==> config.mk <==
export PLATFORM = sky130hd
export DESIGN_NAME = systolic_setup
export DESIGN_NICKNAME = d
export VERILOG_FILES = /design/src/rtl/systolic_setup.sv
export SDC_FILE = /design/constraint.sdc
export NUM_CORES = 1
export LEC_CHECK = 0
export CAP_MARGIN = 20
export CORE_UTILIZATION = 50
export DETAILED_ROUTE_END_ITERATION = 16
export PLACE_DENSITY = 0.83
export RECOVER_POWER = 50
export SYNTH_ARGS = -nofsm -noshare
export SYNTH_HDL_FRONTEND = slang
export SYNTH_SLANG_ARGS = --single-unit
==> constraint.sdc <==
create_clock -name clk -period 4.23 [get_ports clk]
set_input_delay 0.423 -clock clk [delete_from_list [all_inputs] [get_ports clk]]
set_output_delay 0.423 -clock clk [all_outputs]
set_load 0.02 [all_outputs]
==> src/rtl/systolic_setup.sv <==
// Activation feeder for the N x N weight-stationary systolic array: FIFO, diagonal skew, advance enables.
// Optional SYSTOLIC_SETUP_STALL_CNT_EN adds a 16-bit saturating count of starved STREAM cycles.
module systolic_setup #(
    parameter int N     = 4,
    parameter int DEPTH = 8,
    parameter int CNT_W = 8
) (
    input  logic             clk,
    input  logic             reset,
    input  logic             in_valid,
    output logic             in_ready,
    input  logic [N*8-1:0]   in_data,
    input  logic             start,
    input  logic [CNT_W-1:0] vec_count,
    output logic             busy,
    output logic             done,
    output logic [N*8-1:0]   systolic_data,
    output logic             systolic_ctr,
    output logic             FMA_ctr
`ifdef SYSTOLIC_SETUP_STALL_CNT_EN
    ,
    output logic [15:0]      stall_cnt
`endif
);

    // state  | meaning
    // IDLE   | waiting for start
    // STREAM | popping vectors into the skew chains, stalls while FIFO empty
    // FLUSH  | injecting zeros for 2N-1 cycles to drain the diagonal
    // DONE   | one-cycle done pulse
    typedef enum logic [1:0] {IDLE, STREAM, FLUSH, DONE} state_t;

    localparam int AW = $clog2(DEPTH);
    localparam int FW = $clog2(2 * N);

    state_t state, state_next;

    logic [N*8-1:0]   mem [DEPTH];
    logic [AW-1:0]    wr_ptr, rd_ptr;
    logic [AW:0]      count;
    logic             full, empty, push, pop, adv;
    logic [CNT_W-1:0] remaining;
    logic [FW-1:0]    flush_cnt;
    logic [N*8-1:0]   inj;

    // ---------------- FIFO ----------------
    assign full     = (count == (AW+1)'(DEPTH));
    assign empty    = (count == '0);
    assign in_ready = !full;
    assign push     = in_valid && in_ready;

    always_ff @(posedge clk) begin
        if (push)
            mem[wr_ptr] <= in_data;
    end

    always_ff @(posedge clk or posedge reset) begin
        if (reset) begin
            wr_ptr <= '0;
            rd_ptr <= '0;
            count  <= '0;
        end else begin
            if (push)
                wr_ptr <= wr_ptr + 1'b1;
            if (pop)
                rd_ptr <= rd_ptr + 1'b1;
            case ({push, pop})
                2'b10:   count <= count + 1'b1;
                2'b01:   count <= count - 1'b1;
                default: ;
            endcase
        end
    end

    // ---------------- FSM ----------------
    always_ff @(posedge clk or posedge reset) begin
        if (reset)
            state <= IDLE;
        else
            state <= state_next;
    end

    always_comb begin
        state_next = state;
        case (state)
            IDLE:   if (start) state_next = (vec_count == '0) ? DONE : STREAM;
            STREAM: if (!empty && remaining == CNT_W'(1)) state_next = FLUSH;
            FLUSH:  if (flush_cnt == FW'(1)) state_next = DONE;
            DONE:   state_next = IDLE;
            default: state_next = IDLE;
        endcase
    end

    always_comb begin
        pop  = 1'b0;
        adv  = 1'b0;
        busy = 1'b1;
        done = 1'b0;
        case (state)
            IDLE:   busy = 1'b0;
            STREAM: begin
                pop = !empty;
                adv = !empty;
            end
            FLUSH:  adv  = 1'b1;
            DONE:   done = 1'b1;
            default: busy = 1'b0;
        endcase
    end

    always_ff @(posedge clk or posedge reset) begin
        if (reset) begin
            remaining <= '0;
            flush_cnt <= '0;
        end else begin
            if (state == IDLE && start)
                remaining <= vec_count;
            else if (pop)
                remaining <= remaining - 1'b1;

            if (pop && remaining == CNT_W'(1))
                flush_cnt <= FW'(2 * N - 1);
            else if (state == FLUSH)
                flush_cnt <= flush_cnt - 1'b1;
        end
    end

    // ---------------- skew chains ----------------
    assign inj = (state == STREAM) ? mem[rd_ptr] : '0;

    for (genvar i = 0; i < N; i++) begin : g_lane
        logic [7:0] chain [0:i];

        always_ff @(posedge clk or posedge reset) begin
            if (reset) begin
                for (int j = 0; j <= i; j++)
                    chain[j] <= '0;
            end else if (adv) begin
                chain[0] <= inj[8*i +: 8];
                for (int j = 1; j <= i; j++)
                    chain[j] <= chain[j-1];
            end
        end

        assign systolic_data[8*i +: 8] = chain[i];
    end

    // Enables are registered so they land on the same edge as the chain update.
    always_ff @(posedge clk or posedge reset) begin
        if (reset)
            systolic_ctr <= 1'b0;
        else
            systolic_ctr <= adv;
    end

    assign FMA_ctr = systolic_ctr;

`ifdef SYSTOLIC_SETUP_STALL_CNT_EN
    always_ff @(posedge clk or posedge reset) begin
        if (reset)
            stall_cnt <= '0;
        else if (state == IDLE && start)
            stall_cnt <= '0;
        else if (state == STREAM && empty && stall_cnt != 16'hFFFF)
            stall_cnt <= stall_cnt + 1'b1;
    end
`endif

endmodule

# [After elaboration in Yosys (flattened, before gate mapping)]
# Memory sizes are Yosys's and may differ from the RTL's.
# Index checks and enable logic that the tools add are counted.
[word_totals] register_bits=104 mem_bits_rw=256 in_bits=44 out_inout_bits=37 elab_cells=65 memories=1
[mem_list] memory="mem" words=8 width=32 rd=1 rd_clocked_by_memory_dff=0 write_ports=1 line_no="38" text="logic [N*8-1:0] mem [DEPTH];"
[classes] add_sub_neg=6 n_eq_ne=11 n_mux=17 n_reduce_logical=13
[op_table] cell="$mux W32" count=1
[op_table] cell="$mux W8" count=2
[op_table] cell="$eq A8 B1 Y1 const B" count=1
[op_table] cell="$logic_not A8 Y1" count=1
[op_table] cell="$mux W2" count=4
[op_table] cell="$pmux W2 S4" count=1
[op_table] cell="$pmux W4 S2" count=1
[op_table] cell="$sub A8 B1 Y8 const B" count=1
[op_table] cell="$add A3 B1 Y3 const B" count=2
[op_table] cell="$eq A2 B2 Y1 const B" count=3
[op_table] cell="$mux W3" count=2
[op_table] cell="$ne A2 B2 Y1 const B" count=3
[op_table] cell="$reduce_bool A2 Y1" count=3
[op_table] cell="$mux W1" count=5
[op_table] cell="$add A4 B1 Y4 const B" count=1
[op_table] cell="$eq A2 B1 Y1 const B" count=2
[op_table] cell="$eq A4 B4 Y1 const B" count=1
[op_table] cell="$logic_and A1 B1 Y1" count=4
[op_table] cell="$logic_not A4 Y1" count=1
[op_table] cell="$sub A4 B1 Y4 const B" count=1
[op_table] cell="$eq A3 B1 Y1 const B" count=1
[op_table] cell="$reduce_and A3 Y1" count=1
[op_table] cell="$sub A3 B1 Y3 const B" count=1
[op_table] cell="$logic_not A1 Y1" count=2
[op_table] cell="2 further kinds" count=2

# [Depth between registers and ports, before layout]
# Gate-level depths: netlist (run 1).
[logic_depth] word_depth=5 ltp_mapped=12 depth_no_buf=11

# [Worst setup path before layout (run 1)]
# OpenSTA, ideal clock, no wires.
[synth_timing] kind="flip-flop to flip-flop" from="register count[1]" to="memory mem[0][0] (netlist bit), enable pin" setup_ns=0.502 t_arrival_ns=4.087 required_ns=3.728 path_slack_ns=-0.359 path_stages_with_launch=6 path_buffers=1 synth_period_minus_slack_ns=4.589 path_cell_list="dfrtp_1 > buf_2 > nor3_1 > nand2_1 > nand2_1 > nor4_1"
[synth_via] elab_chain_cells=5
[synth_rtl] item="start: declaration" line_no="40" text="logic [AW:0] count;"
[synth_rtl] item="start signal: assignment" line_no="68" text="2'b10: count <= count + 1'b1;"
[synth_rtl] item="start signal: assignment" line_no="69" text="2'b01: count <= count - 1'b1;"
[synth_rtl] item="$eq A4 B4 Y1" line_no="47" text="assign full = (count == (AW+1)'(DEPTH));"
[synth_rtl] item="$logic_not A1 Y1" line_no="49" text="assign in_ready = !full;"
[synth_rtl] item="via in_ready" line_no="11" text="output logic in_ready,"
[synth_rtl] item="$logic_and A1 B1 Y1" line_no="50" text="assign push = in_valid && in_ready;"
[synth_rtl] item="$mux W1" line_no="53" text="if (push)"
[synth_rtl] item="$mux W1 (not written as such)" line_no="54" text="mem[wr_ptr] <= in_data;"
[synth_rtl] item="end: declaration" line_no="38"
# The timed path passes the listed nets, and every way through them passes these cells.

# [Worst setup path in the final report (run 1)]
[layout_timing] from="register count[1]" to="register g_lane[0].chain[3] (netlist bit)"
[layout_via] elab_chain_cells=3
[layout_rtl] item="$logic_not A4 Y1" line_no="48" text="assign empty = (count == '0);"
[layout_rtl] item="$logic_not A1 Y1" line_no="103" text="adv = !empty;"
[layout_rtl] item="$pmux W1 S2" line_no="99" text="case (state)"
[layout_rtl] item="end signal: indexed assignment" line_no="141" text="chain[j] <= chain[j-1];"
[layout_rtl] item="end: declaration" line_no="132" text="logic [7:0] chain [0:i];"
# Every way passes these cells.
# A chain may end at the register's enable or synchronous reset.

==> results.ini, run 1 <==
[pwr]
power_switching_uw = 3650
combPwrFrac = 0.295
switching_share = 0.314
powerDensity_mw_per_mm2 = 711
p_leak_uw = 0.00601
ir_drop_mv = 0.555
pwr-share-seq = 0.446
power.share.clock = 0.258
internal-power_uw = 7990

[final_layout]
nets = 949
area_delta_synth_final_pct = 15.9
layout-drive-gt1-share = 0.190
post-route-util = 0.589
multiInputGateArea_mm2 = 0.00347
fill_cells = 2043
stdcell_count = 1298
seq_area_mm2 = 0.0103

[route]
ant_nets = 0
first_pass_iters = 5
drt-total-wl_um = 26600
drcViolationCount = 0
vias = 7115
wire_per_inst_um = 20.5
first_iter_violations = 592
vias_per_cell = 5.48

[floorplanning]
design.core.area_mm2 = 0.0278
rows = 61
initial_core_util = 0.508
die_h_um = 170
die_area_mm2 = 0.0289
die_w_um = 170
ios = 81

[clock_tree]
numClockSinks = 360
cts.clk_slew.worst_paths_ns = 0.06
insertion_delay_ns = 0.52
cts_buffers = 36
hold_buffers = 0
cts_buffer_depth = 3
cts_root_buf = clkbuf_16
cts_tree = yes
cts_resized = 0
cts_max_level = 2
cts_setup_buffers = 0

[critical_path]
required_ns = 4.66
arrival_ns = 3.55
worstSetupEndpointType = flip-flop
criticalPathCategory = reg2reg
path_max_fanout = 80
crit_path_start_kind = flip-flop

[global_route]
overflow = 0
track_usage = 0.192
met1_usage = 0.248
grt_pass1_wl_um = 41200
antenna_found_initial = 9
grtUsageMet2 = 0.323
grt_max_degree = 81
grt.busiest_layer = met2
grt_pass1_vias = 7392
use_met3 = 0.0395

[place]
io_buffers = 80
dp_hpwl_um = 14700
place_congestion = 0.769
place_inst = 1229

[logic_synthesis]
synth_cell_types = 38
synth-edff-count = 256
yosysMostFrequentCell = edfxtp_1
synthTopCellsByArea = edfxtp_1, dfrtp_1, mux4_2
synth_seq_cells = 360
syn_nets = 880
syn_area_per_cell_um2 = 17.2
syn_area_mm2 = 0.0141
yosysWarnings = 0
ys_async_sr_fraction = 0.289
syn_inst = 822
synthFlopType = edfxtp_1
synthTopCellsByCount = edfxtp_1, nand2_1, dfrtp_1, mux4_2, mux2_2
yosysTopAreaCell = edfxtp_1
synth-seq-area-share = 0.729
synth_top_cell_area_share = 0.545

[outcome]
violations = capacitance limit, slew limit
outcome = complete, but fails checks

[sta]
finalClockSkew_ns = 0.0205
slew_headroom = -0.474
fmax_mhz = 321
slew_violations = 89
holdWs_ns = 0.460
period_minus_slack_ns = 3.11
tns_ns = 0
hold_viol_final = 0
setup_viol = 0
finalCritPeriodShare = 0.736
rsz0062_at_grt = false
worst_pin_slew_ns = 2.20

[worst_hold_path]
hp-class = reg2reg

[flow_run]
max_cap_viol_count = 2

[kinds of logic (layout without fill, tap and decap cells)]
kind of cell | after synthesis | in the layout | share of synthesized area
AO/OA/AOI/OAI | 52 | 52 | 0.0306
XOR/XNOR | 17 | 17 | 0.0105
adder cells (fa/ha/maj) | 14 | 14 | 0.0124
buffers and inverters | 76 | 169 | 0.0285
flip-flops | 360 | 360 | 0.729
multiplexers | 100 | 100 | 0.131
other | 0 | 5 | 0
AND/OR/NAND/NOR | 203 | 203 | 0.0581
[power groups by stage]
stage	combinational [µW]	clock, µW	sequential (µW)
after global placement	3360	0	5240
final	3440	3000	5190
after CTS	3480	3050	5220
after global routing	3760	3180	5290
after floorplan	2790	0	4960
after detailed placement	3440	0	5280
[cells in the final DEF, fill, tap and decap left out, types with 3 or more instances in the layout]
| cell type | instances |
|---|---|
| nor2_4 | 4 |
| clkdlybuf4s50_1 | 47 |
| xnor2_1 | 7 |
| nor3_2 | 4 |
| a21oi_1 | 8 |
| buf_12 | 3 |
| nor3_1 | 4 |
| mux2_2 | 35 |
| edfxtp_1 | 256 |
| diode_2 | 5 |
| dfrtp_1 | 102 |
| clkinv_1 | 8 |
| nand2b_1 | 4 |
| inv_1 | 11 |
| o21ai_0 | 3 |
| a22o_1 | 32 |
| clkbuf_1 | 7 |
| nor2_1 | 12 |
| ha_1 | 14 |
| nand3_1 | 4 |
| mux4_2 | 64 |
| clkbuf_16 | 37 |
| clkinv_2 | 4 |
| xor2_1 | 10 |
| dlygate4sd3_1 | 33 |
| buf_4 | 11 |
| nand2_1 | 161 |
[area by class of cell]
class	instances	area share
flip-flops and latches	360	0.629
multi-input cells	386	0.212
clock buffers	46	0.0599
repair buffers	94	0.0577
well taps	378	0.0289
clock inverters	16	0.00780
inverters	13	0.00306
diodes	5	0.000765
[registers in the layout (all words and copies together) (netlist names)]
signal	count
mem	256
g_lane.chain	56
systolic_data	24
remaining	8
count	4
flush_cnt	3
rd_ptr	3
wr_ptr	3
state	2
FMA_ctr	1
[per-stage QoR]
stage | area, µm² | power (µW) | setup WS [ns]
2_1_floorplan | 14100 | 7750 | 0.483
3_3_place_gp | 15200 | 8590 | 1.62
3_5_place_dp | 15200 | 8720 | 1.57
4_1_cts | 16300 | 11800 | 1.69
5_1_grt | 16400 | 12200 | 0.858
6_report | 16400 | 11600 | 1.12
[worst max-delay path, cell delays in order (launching register included)]
cell and delay, ns:
dfrtp_1 0.46, o41ai_1 0.78, inv_1 0.44, o21ai_4 0.30, buf_4 0.74, a22o_1 0.27
[path summary, 6_finish.rpt]
check / startpoint / end / slack (ns) / depth (start not counted)
worst max-delay path: count[1]$_DFFE_PP0P_ / g_lane[0].chain[3]$_DFFE_PP0P_ / 1.12 / 5
min in group asynchronous: reset / systolic_data[15]$_DFFE_PP0P_ / 0.94 / 2
max in group asynchronous: reset / g_lane[0].chain[5]$_DFFE_PP0P_ / 2.00 / 3
worst min-delay path: g_lane[3].chain[17]$_DFFE_PP0P_ / g_lane[3].chain[9]$_DFFE_PP0P_ / 0.46 / 2
worst min register to register: g_lane[3].chain[17]$_DFFE_PP0P_ / g_lane[3].chain[9]$_DFFE_PP0P_ / 0.46 / 2
worst max register to register: count[1]$_DFFE_PP0P_ / g_lane[0].chain[3]$_DFFE_PP0P_ / 1.12 / 5
[per-layer routing]
layer  share of wire  up-vias  wire length [µm]
met4           0.023        4               603
met2            0.51      241             13500
li1                -     3212                 -
met1            0.41     3595             10900
met5         0.00083        -                22
met3           0.059       63              1580
Note: power is estimated with default switching activity, not from simulation.
==> run 2, diff against run 1 <==
Settings changed: PLACE_DENSITY 0.83 to 0.81.
Clock period 4.23 ns to 2.9 ns, I/O delays scaled along.
==> results.ini, run 2 (synthesis gave the netlist of run 1 again) <==
[pwr]
p_leak_uw = 0.00612
ir_drop_mv = 0.800
powerDensity_mw_per_mm2 = 1060

[clock_tree]
cts_buffer_depth = 3
cts.clk_slew.worst_paths_ns = 0.06
cts_tree = yes
hold_buffers = 0
cts_setup_buffers = 0
cts_resized = 0
cts_max_level = 2
numClockSinks = 360
cts_root_buf = clkbuf_16
cts_buffers = 37
insertion_delay_ns = 0.53

[floorplanning]
die_area_mm2 = 0.0289
design.core.area_mm2 = 0.0278
die_w_um = 170
rows = 61
ios = 81
initial_core_util = 0.508
die_h_um = 170

[final_layout]
fin_area_mm2 = 0.0167
top_register = mem
final_common_cell = edfxtp_1
final_cell_mix = edfxtp_1, nand2_1, dfrtp_1
layout-drive-gt1-share = 0.203
nets = 956
largest_reg_flops = 256
stdcell_count = 1310
fill_cells = 2039
area_delta_synth_final_pct = 18.0

[critical_path]
criticalPathCategory = reg2reg
path_max_fanout = 12
crit_path_start_kind = flip-flop
arrival_ns = 2.93
worstSetupEndpointType = flip-flop
required_ns = 3.30

[place]
postPlaceCellArea_mm2 = 0.0154
place_congestion = 0.784
io_buffers = 80
pre_cts_ws_ns = 0.395
place_inst = 1237
dp_hpwl_um = 14500

[route]
vias_per_cell = 5.46
drt-total-wl_um = 26800
first_iter_violations = 534
wire_per_inst_um = 20.4
first_pass_iters = 5
drcViolationCount = 0
ant_nets = 0
vias = 7156

[sta]
slew_violations = 58
rsz0062_at_grt = false
period_minus_slack_ns = 2.53
worst_pin_slew_ns = 1.52
finalClockSkew_ns = 0.0206
fmax_mhz = 396
tns_ns = 0
holdWs_ns = 0.319
setup_viol = 0
hold_viol_final = 0
fin_ws_ns = 0.373
slew_headroom = -0.0143
finalCritPeriodShare = 0.871

[outcome]
outcome = complete, but fails checks
violations = capacitance limit, slew limit

[global_route]
antenna_found_initial = 8
grt_pass1_wl_um = 42000
track_usage = 0.194
overflow = 0
grt_pass1_vias = 7576
grt_max_degree = 75

[worst_hold_path]
hp-class = in2async

[flow_run]
max_cap_viol_count = 1

[run 2: critical path, cell delays in order, from the launching register on]
cell and delay (ns):
dfrtp_1 0.47, o41ai_4 0.52, inv_2 0.22, ha_1 0.31
xor2_1 0.17, ha_1 0.19, a21oi_1 0.16, xor2_1 0.16
nor2_1 0.07, xor2_1 0.14
[run 2: metal layers]
metal,GRT usage,vias to the layer above,share of wire,wire length [µm]
met5,0,-,0.00030,8
met1,0.250,3645,0.42,11200
met2,0.326,218,0.49,13200
met3,0.0421,63,0.061,1620
li1,-,3228,-,-
met4,0.0685,2,0.028,745
[run 2: final timing paths]
kind,startpoint,to,slack (ns),cells past startpoint
worst max-delay path,count[2]$_DFFE_PP0P_,count[2]$_DFFE_PP0P_,0.37,9
worst min-delay path,reset,flush_cnt[0]$_DFFE_PP0P_,0.32,2
worst max register to register,count[2]$_DFFE_PP0P_,count[2]$_DFFE_PP0P_,0.37,9
worst min register to register,systolic_data[28]$_DFFE_PP0P_,systolic_data[28]$_DFFE_PP0P_,0.47,2
max in group asynchronous,reset,g_lane[0].chain[3]$_DFFE_PP0P_,0.68,3
min in group clk,vec_count[0],remaining[0]$_DFFE_PP0P_,0.40,3
[run 2: area by class of cell]
cell class / count / area (µm²) / area share
timing repair buffer: 100 / 1070 / 0.0645
tap: 378 / 473 / 0.0284
clock inverter: 20 / 260 / 0.0156
sequential: 360 / 10300 / 0.618
multi-input combinational: 386 / 3500 / 0.210
antenna: 5 / 12.5 / 0.000751
clock buffer: 48 / 987 / 0.0593
inverter: 13 / 50.0 / 0.00301
[run 2: power breakdown]
part	switching, µW	total, µW	leakage (µW)	internal (µW)
Sequential	718	7420	0.00367	6700
Combinational	2840	5340	0.00186	2500
Clock	1930	4810	0.000593	2880
Total	5490	17600	0.00612	12100
[run 2: per-stage QoR]
step	total power [µW]	util
2_1_floorplan	11300	-
3_3_place_gp	12700	0.555
3_5_place_dp	12900	0.555
4_1_cts	17800	0.600
5_1_grt	18400	0.599
6_report	17600	0.599
